===== src/rtl/dict_pkg.sv =====
// Shared definitions for the SD_Sim dictionary memory.
// The loader writes and the cracker reads this memory, so both import these
// defaults to agree on where the entry count and the entries live.
package dict_pkg;

  localparam int ADDR_W     = 8;   // BRAM address width
  localparam int DATA_W     = 11;  // BRAM word width
  localparam int DICT_START = 1;   // address of first dictionary entry
  localparam int DICT_MAX   = 10;  // maximum entries stored
  localparam int COUNT_ADDR = 0;   // address holding the entry count

  typedef enum logic [2:0] {
    S_IDLE  = 3'd0,
    S_RX_LO = 3'd1,
    S_RX_HI = 3'd2,
    S_WR    = 3'd3,
    S_DRAIN = 3'd4,
    S_HDR   = 3'd5,
    S_DONE  = 3'd6
  } state_e;

endpackage


===== src/rtl/dict_loader_word_packer.sv =====
// word_packer: assembles a byte pair into one dictionary word.
// Ports:
//   clk, reset  clock and asynchronous active-high reset
//   acc_lo_i    low byte accepted this cycle
//   acc_hi_i    high byte accepted this cycle
//   data_i      incoming byte
//   last_i      incoming byte is the final byte of the stream
//   word_o      word formed by the byte completing an entry (valid with the
//               accepting cycle, combinational)
//   last_o      last flag of the most recently completed entry
module word_packer
  import dict_pkg::*;
#(
  parameter int DATA_W = dict_pkg::DATA_W
) (
  input  logic              clk,
  input  logic              reset,
  input  logic              acc_lo_i,
  input  logic              acc_hi_i,
  input  logic [7:0]        data_i,
  input  logic              last_i,
  output logic [DATA_W-1:0] word_o,
  output logic              last_o
);

  localparam int HI_W = DATA_W - 8;

  logic [7:0] lo_q;
  logic       last_q;

  // Low byte is pure data, so it carries no reset.
  always_ff @(posedge clk) begin
    if (acc_lo_i) lo_q <= data_i;
  end

  // A lone low byte can only complete an entry when it is the last byte.
  always_ff @(posedge clk or posedge reset) begin
    if (reset)                    last_q <= 1'b0;
    else if (acc_hi_i)            last_q <= last_i;
    else if (acc_lo_i && last_i)  last_q <= 1'b1;
  end

  // High byte contributes only its low HI_W bits; the rest is dropped.
  always_comb begin
    if (acc_hi_i) word_o = {data_i[HI_W-1:0], lo_q};
    else          word_o = {{HI_W{1'b0}}, data_i};
  end

  assign last_o = last_q;

endmodule


===== src/rtl/dict_loader.sv =====
// dict_loader: writer side of the SD_Sim dictionary memory.
// Packs byte pairs from a valid/ready stream into words written from
// DICT_START upward, then writes the entry count to COUNT_ADDR.
// Ports:
//   clk, reset         clock and asynchronous active-high reset
//   start              pulse that begins a session (IDLE/DONE only)
//   s_valid/s_data/s_last/s_ready   byte stream handshake
//   ena, wea, addra, dina           BRAM write port (registered, hold when idle)
//   busy, done, overflow, count     session status
module dict_loader
  import dict_pkg::*;
#(
  parameter int ADDR_W     = dict_pkg::ADDR_W,
  parameter int DATA_W     = dict_pkg::DATA_W,
  parameter int DICT_START = dict_pkg::DICT_START,
  parameter int DICT_MAX   = dict_pkg::DICT_MAX
) (
  input  logic              clk,
  input  logic              reset,
  input  logic              start,
  input  logic              s_valid,
  input  logic [7:0]        s_data,
  input  logic              s_last,
  output logic              s_ready,
  output logic              ena,
  output logic              wea,
  output logic [ADDR_W-1:0] addra,
  output logic [DATA_W-1:0] dina,
  output logic              busy,
  output logic              done,
  output logic              overflow,
  output logic [ADDR_W-1:0] count
);

  state_e              state_q, state_d;
  logic [ADDR_W-1:0]   ptr_q, ptr_d;
  logic [ADDR_W-1:0]   count_q, count_d;
  logic                ovf_q, ovf_d;
  logic                ena_q, ena_d;
  logic [ADDR_W-1:0]   addra_q, addra_d;
  logic [DATA_W-1:0]   dina_q, dina_d;

  logic                accept;
  logic                acc_lo, acc_hi;
  logic [DATA_W-1:0]   word;
  logic                last_flag;
  logic [ADDR_W-1:0]   count_inc;

  assign s_ready = (state_q == S_RX_LO) || (state_q == S_RX_HI) ||
                   (state_q == S_DRAIN);
  assign accept  = s_valid && s_ready;
  assign acc_lo  = accept && (state_q == S_RX_LO);
  assign acc_hi  = accept && (state_q == S_RX_HI);
  assign count_inc = count_q + 1'b1;

  word_packer #(.DATA_W(DATA_W)) u_packer (
    .clk      (clk),
    .reset    (reset),
    .acc_lo_i (acc_lo),
    .acc_hi_i (acc_hi),
    .data_i   (s_data),
    .last_i   (s_last),
    .word_o   (word),
    .last_o   (last_flag)
  );

  // The BRAM port is registered one step ahead: ena_d/addra_d/dina_d are
  // loaded on the edge that enters WR or HDR, so the port is live exactly
  // during those states and holds its values otherwise.
  always_comb begin
    state_d = state_q;
    ptr_d   = ptr_q;
    count_d = count_q;
    ovf_d   = ovf_q;
    ena_d   = 1'b0;
    addra_d = addra_q;
    dina_d  = dina_q;
    unique case (state_q)
      S_IDLE, S_DONE: begin
        if (start) begin
          count_d = '0;
          ptr_d   = ADDR_W'(DICT_START);
          ovf_d   = 1'b0;
          state_d = S_RX_LO;
        end
      end
      S_RX_LO, S_RX_HI: begin
        if (accept && (s_last || state_q == S_RX_HI)) begin
          state_d = S_WR;
          ena_d   = 1'b1;
          addra_d = ptr_q;
          dina_d  = word;
        end else if (accept) begin
          state_d = S_RX_HI;
        end
      end
      S_WR: begin
        ptr_d   = ptr_q + 1'b1;
        count_d = count_inc;
        if (last_flag) begin
          state_d = S_HDR;
          ena_d   = 1'b1;
          addra_d = ADDR_W'(COUNT_ADDR);
          dina_d  = DATA_W'(count_inc);
        end else if (count_inc == ADDR_W'(DICT_MAX)) begin
          state_d = S_DRAIN;
        end else begin
          state_d = S_RX_LO;
        end
      end
      S_DRAIN: begin
        if (accept) begin
          ovf_d = 1'b1;
          if (s_last) begin
            state_d = S_HDR;
            ena_d   = 1'b1;
            addra_d = ADDR_W'(COUNT_ADDR);
            dina_d  = DATA_W'(count_q);
          end
        end
      end
      S_HDR:   state_d = S_DONE;
      default: state_d = S_IDLE;
    endcase
  end

  always_ff @(posedge clk or posedge reset) begin
    if (reset) begin
      state_q <= S_IDLE;
      ptr_q   <= '0;
      count_q <= '0;
      ovf_q   <= 1'b0;
      ena_q   <= 1'b0;
      addra_q <= '0;
      dina_q  <= '0;
    end else begin
      state_q <= state_d;
      ptr_q   <= ptr_d;
      count_q <= count_d;
      ovf_q   <= ovf_d;
      ena_q   <= ena_d;
      addra_q <= addra_d;
      dina_q  <= dina_d;
    end
  end

  assign ena      = ena_q;
  assign wea      = ena_q;
  assign addra    = addra_q;
  assign dina     = dina_q;
  assign busy     = (state_q != S_IDLE) && (state_q != S_DONE);
  assign done     = (state_q == S_DONE);
  assign overflow = ovf_q;
  assign count    = count_q;

endmodule


===== config.mk =====
export PLATFORM = sky130hd
export DESIGN_NAME = dict_loader
export DESIGN_NICKNAME = d
export VERILOG_FILES = /design/src/rtl/dict_pkg.sv /design/src/rtl/dict_loader_word_packer.sv /design/src/rtl/dict_loader.sv
export SDC_FILE = /design/constraint.sdc
export NUM_CORES = 1
export LEC_CHECK = 0
export ABC_AREA = 0
export CAP_MARGIN = 20
export CORE_UTILIZATION = 25
export CTS_CLUSTER_DIAMETER = 50
export DETAILED_ROUTE_END_ITERATION = 10
export SETUP_SLACK_MARGIN = 0.5
export SKIP_CTS_REPAIR_TIMING = 1
export SYNTH_ARGS = -nofsm -noshare
export SYNTH_HDL_FRONTEND = slang
export SYNTH_SLANG_ARGS = --single-unit
export TNS_END_PERCENT = 1

===== constraint.sdc =====
create_clock -name clk -period 4.9 [get_ports clk]
set_input_delay 0.98 -clock clk [delete_from_list [all_inputs] [get_ports clk]]
set_output_delay 0.98 -clock clk [all_outputs]
set_load 0.02 [all_outputs]

==> results.py <==
metrics = {
    "synth": {
        "synth_ff_type": "dfrtp_1",
        "synth.area.top_cells": "dfrtp_1 39%, edfxtp_1 9.0%, mux2i_1 6.0%",
        "post-synth-top-count-cell": "dfrtp_1",
        "synth_common_cells": "41 x dfrtp_1, 31 x nand2_1, 22 x o21ai_0",
        "yosysWarnings": 0,
        "synthCells": 267,
        "synth_fp_nets": 283,
        "synth-edff-count": 8,
        "synth_cell_types": 56,
        "avgSynthCellArea_sq_um": 9.96,
        "synth_top_area_share_pct": 38.6,
        "ys_ff_latch": 49,
        "yosysTopAreaCell": "dfrtp_1",
        "syn_area_sq_um": 2660,
        "synthArstFlopShare_pct": 83.7,
        "synth-seq-area-share_pct": 47.6,
    },
    "floorplan": {
        "die-area_sq_um": 11100,
        "die_h_microns": 105,
        "core_sq_um": 10300,
        "die_x_microns": 105,
        "rows": 37,
        "io_pins": 46,
        "start_util_pct": 25.8,
    },
    "place": {
        "hpwl_microns": 4760,
        "dp_slack_ns": 1.78,
        "place_congestion": 0.832,
        "dpl.cell_count": 435,
        "portBuffers": 45,
    },
    "power": {
        "combPwrFrac_pct": 47.8,
        "leakagePower_nw": 1.33,
        "pwr_density_cell_nw_per_um2": 544,
        "intPower_mw": 1.05,
        "clock_power_share_pct": 15.4,
        "seq_power_share_pct": 36.7,
        "netSwitchingFraction_pct": 41.7,
        "peakVddDrop_mv": 0.202,
        "p_sw_uw": 750,
    },
    "timing": {
        "finalSetupViolCount": 0,
        "setup_slack_ns": 1.58,
        "holdWs_ns": 0.475,
        "fmax_ghz": 0.301,
        "rsz0062_at_grt": "no",
        "min_period_ns": 3.32,
        "skew_ns": 0.00718,
        "setup_tns_ns": 0,
        "worst_slew_pin_slew_ns": 0.792,
        "slew_headroom_pct": 47.2,
        "min_period_over_period_pct": 67.8,
        "drv_slew": 0,
        "hold_violations": 0,
    },
    "cts": {
        "numCtsBuffers": 5,
        "cts_tree": "done",
        "clock_tree.buffer_depth": 2,
        "root_buffer": "clkbuf_8",
        "cts_sinks": 49,
        "clk_pin_slew_ns": 0.09,
        "htree_num_levels": 2,
        "clk_latency_ns": 0.30,
    },
    "routing": {
        "drt-wirelength-per-cell_microns": 15.1,
        "ant_nets": 0,
        "drt_pre_antenna_iters": 4,
        "vias": 2171,
        "wirelength_microns": 6680,
        "first_iter_violations": 188,
        "remaining_drc_errors": 0,
        "viasPerCell": 4.90,
    },
    "setup_path": {
        "r2r_slack_ns": 2.67,
        "worstReg2RegStart": "state_q[0]",
        "crit_type": "flop to primary output",
        "crit_arrival_ns": 2.34,
        "cp_max_fo": 20,
        "critPathLaunchType": "flop",
        "cp-end-kind": "primary output",
        "worstRegToRegCells": 4,
        "reg2reg_to": "ptr_q[3]",
        "critPathLaunch": "state_q[0]",
        "endpoint": "s_ready",
        "worstPathRequired_ns": 3.92,
    },
    "layout": {
        "antenna_cells": 0,
        "multi_input_area_sq_um": 1220,
        "drive_above_1_share_pct": 6.84,
        "register_area_sq_um": 1270,
        "fin_cells": 443,
        "area_growth_syn_to_layout_pct": 24.3,
        "fin_nets": 322,
        "num-fill-cells": 1048,
    },
    "global_routing": {
        "grt_pass1_wl_microns": 10800,
        "grt_pass1_vias": 2017,
        "grt_start_max_net_pins": 42,
        "grt_overflow": 0,
        "grt_usage_pct": 12.6,
        "antenna_found_initial": 0,
    },
    "min_path": {
        "hold_path.startpoint": "ptr_q[7]",
        "hp-class": "flop to flop",
    },
    "run_status": {
        "status": "completed",
    },
    "run": {
        "cap_violations": 0,
    },
}
-- worst max-delay path: stages, from the launching register on --
cell and delay, ns:
dfrtp_1 0.61, or3b_1 0.65, o21ai_0 0.16, clkdlybuf4s50_1 0.64
-- cell usage in the layout, fill, tap and decap left out, types with 6 or more instances in the layout --
cell,netlist,layout
a21oi_1,8,8
dfrtp_1,41,41
o21ai_0,22,22
a31oi_1,6,6
inv_1,17,17
clkbuf_8,0,6
a211oi_1,6,6
o211ai_1,6,6
clkdlybuf4s50_1,0,45
nor2_1,13,13
nand2_1,31,31
edfxtp_1,8,8
nand3_1,8,8
mux2i_1,16,16
-- how the worst min path moves through the flow --
stage,end,slack [ns],depth (start not counted)
after detailed placement,ptr_q[7],0.47,1
after global placement,ptr_q[7],0.46,1
after floorplan,ptr_q[7],0.44,1
final,ptr_q[7],0.47,1
after CTS,ptr_q[7],0.48,1
after global routing,ptr_q[7],0.50,1
-- routing by layer --
layer  track usage (%)  wire length (microns)  part of all wire [%]
met4              4.63                    148                   2.2
met1              18.7                   3280                    49
met5                 0                      0                     0
met3              2.62                    390                   5.8
met2              17.7                   2860                    43
-- sequential cells by signal (all words and copies together) (netlist names) --
name / count
dina: 11
ptr_q: 8
u_packer.last_o: 1
addra: 8
state_q: 3
count: 8
ena: 1
u_packer.lo_q: 8
overflow: 1
-- power by group through the flow --
stage               Combinational, mW  Clock [mW]  Sequential, mW
CTS                             0.871       0.288           0.661
floorplan                       0.557           0           0.684
detailed placement              0.865           0           0.669
global route                    0.940       0.306           0.685
global placement                0.857           0           0.668
finish                          0.860       0.277           0.660
-- final cells by class --
cell class                 instances  area share (%)
clock buffer                       8            3.37
inverter                          18            2.20
multi-input combinational        185            36.9
sequential                        49            38.3
tap                              136            5.15
timing repair buffer              47            14.1
-- cells by family after synthesis --
family	after synthesis	synth area share (%)
flops	49	47.6
buf+inv	33	6.49
mux	21	8.14
compound gates	73	18.7
simple gates	86	16.9
xor+xnor	2	0.659
fa+ha+maj	3	1.41
-- stage by stage --
stage                     cell area (sq um)  util (%)  total power, mW
after floorplan                        2660         -             1.24
after global placement                 3190      30.9             1.52
after detailed placement               3190      30.9             1.53
after CTS                              3310      32.0             1.82
after global routing                   3310      32.0             1.93
final                                  3310      32.0             1.80
Note: power is estimated with default switching activity, not from simulation.
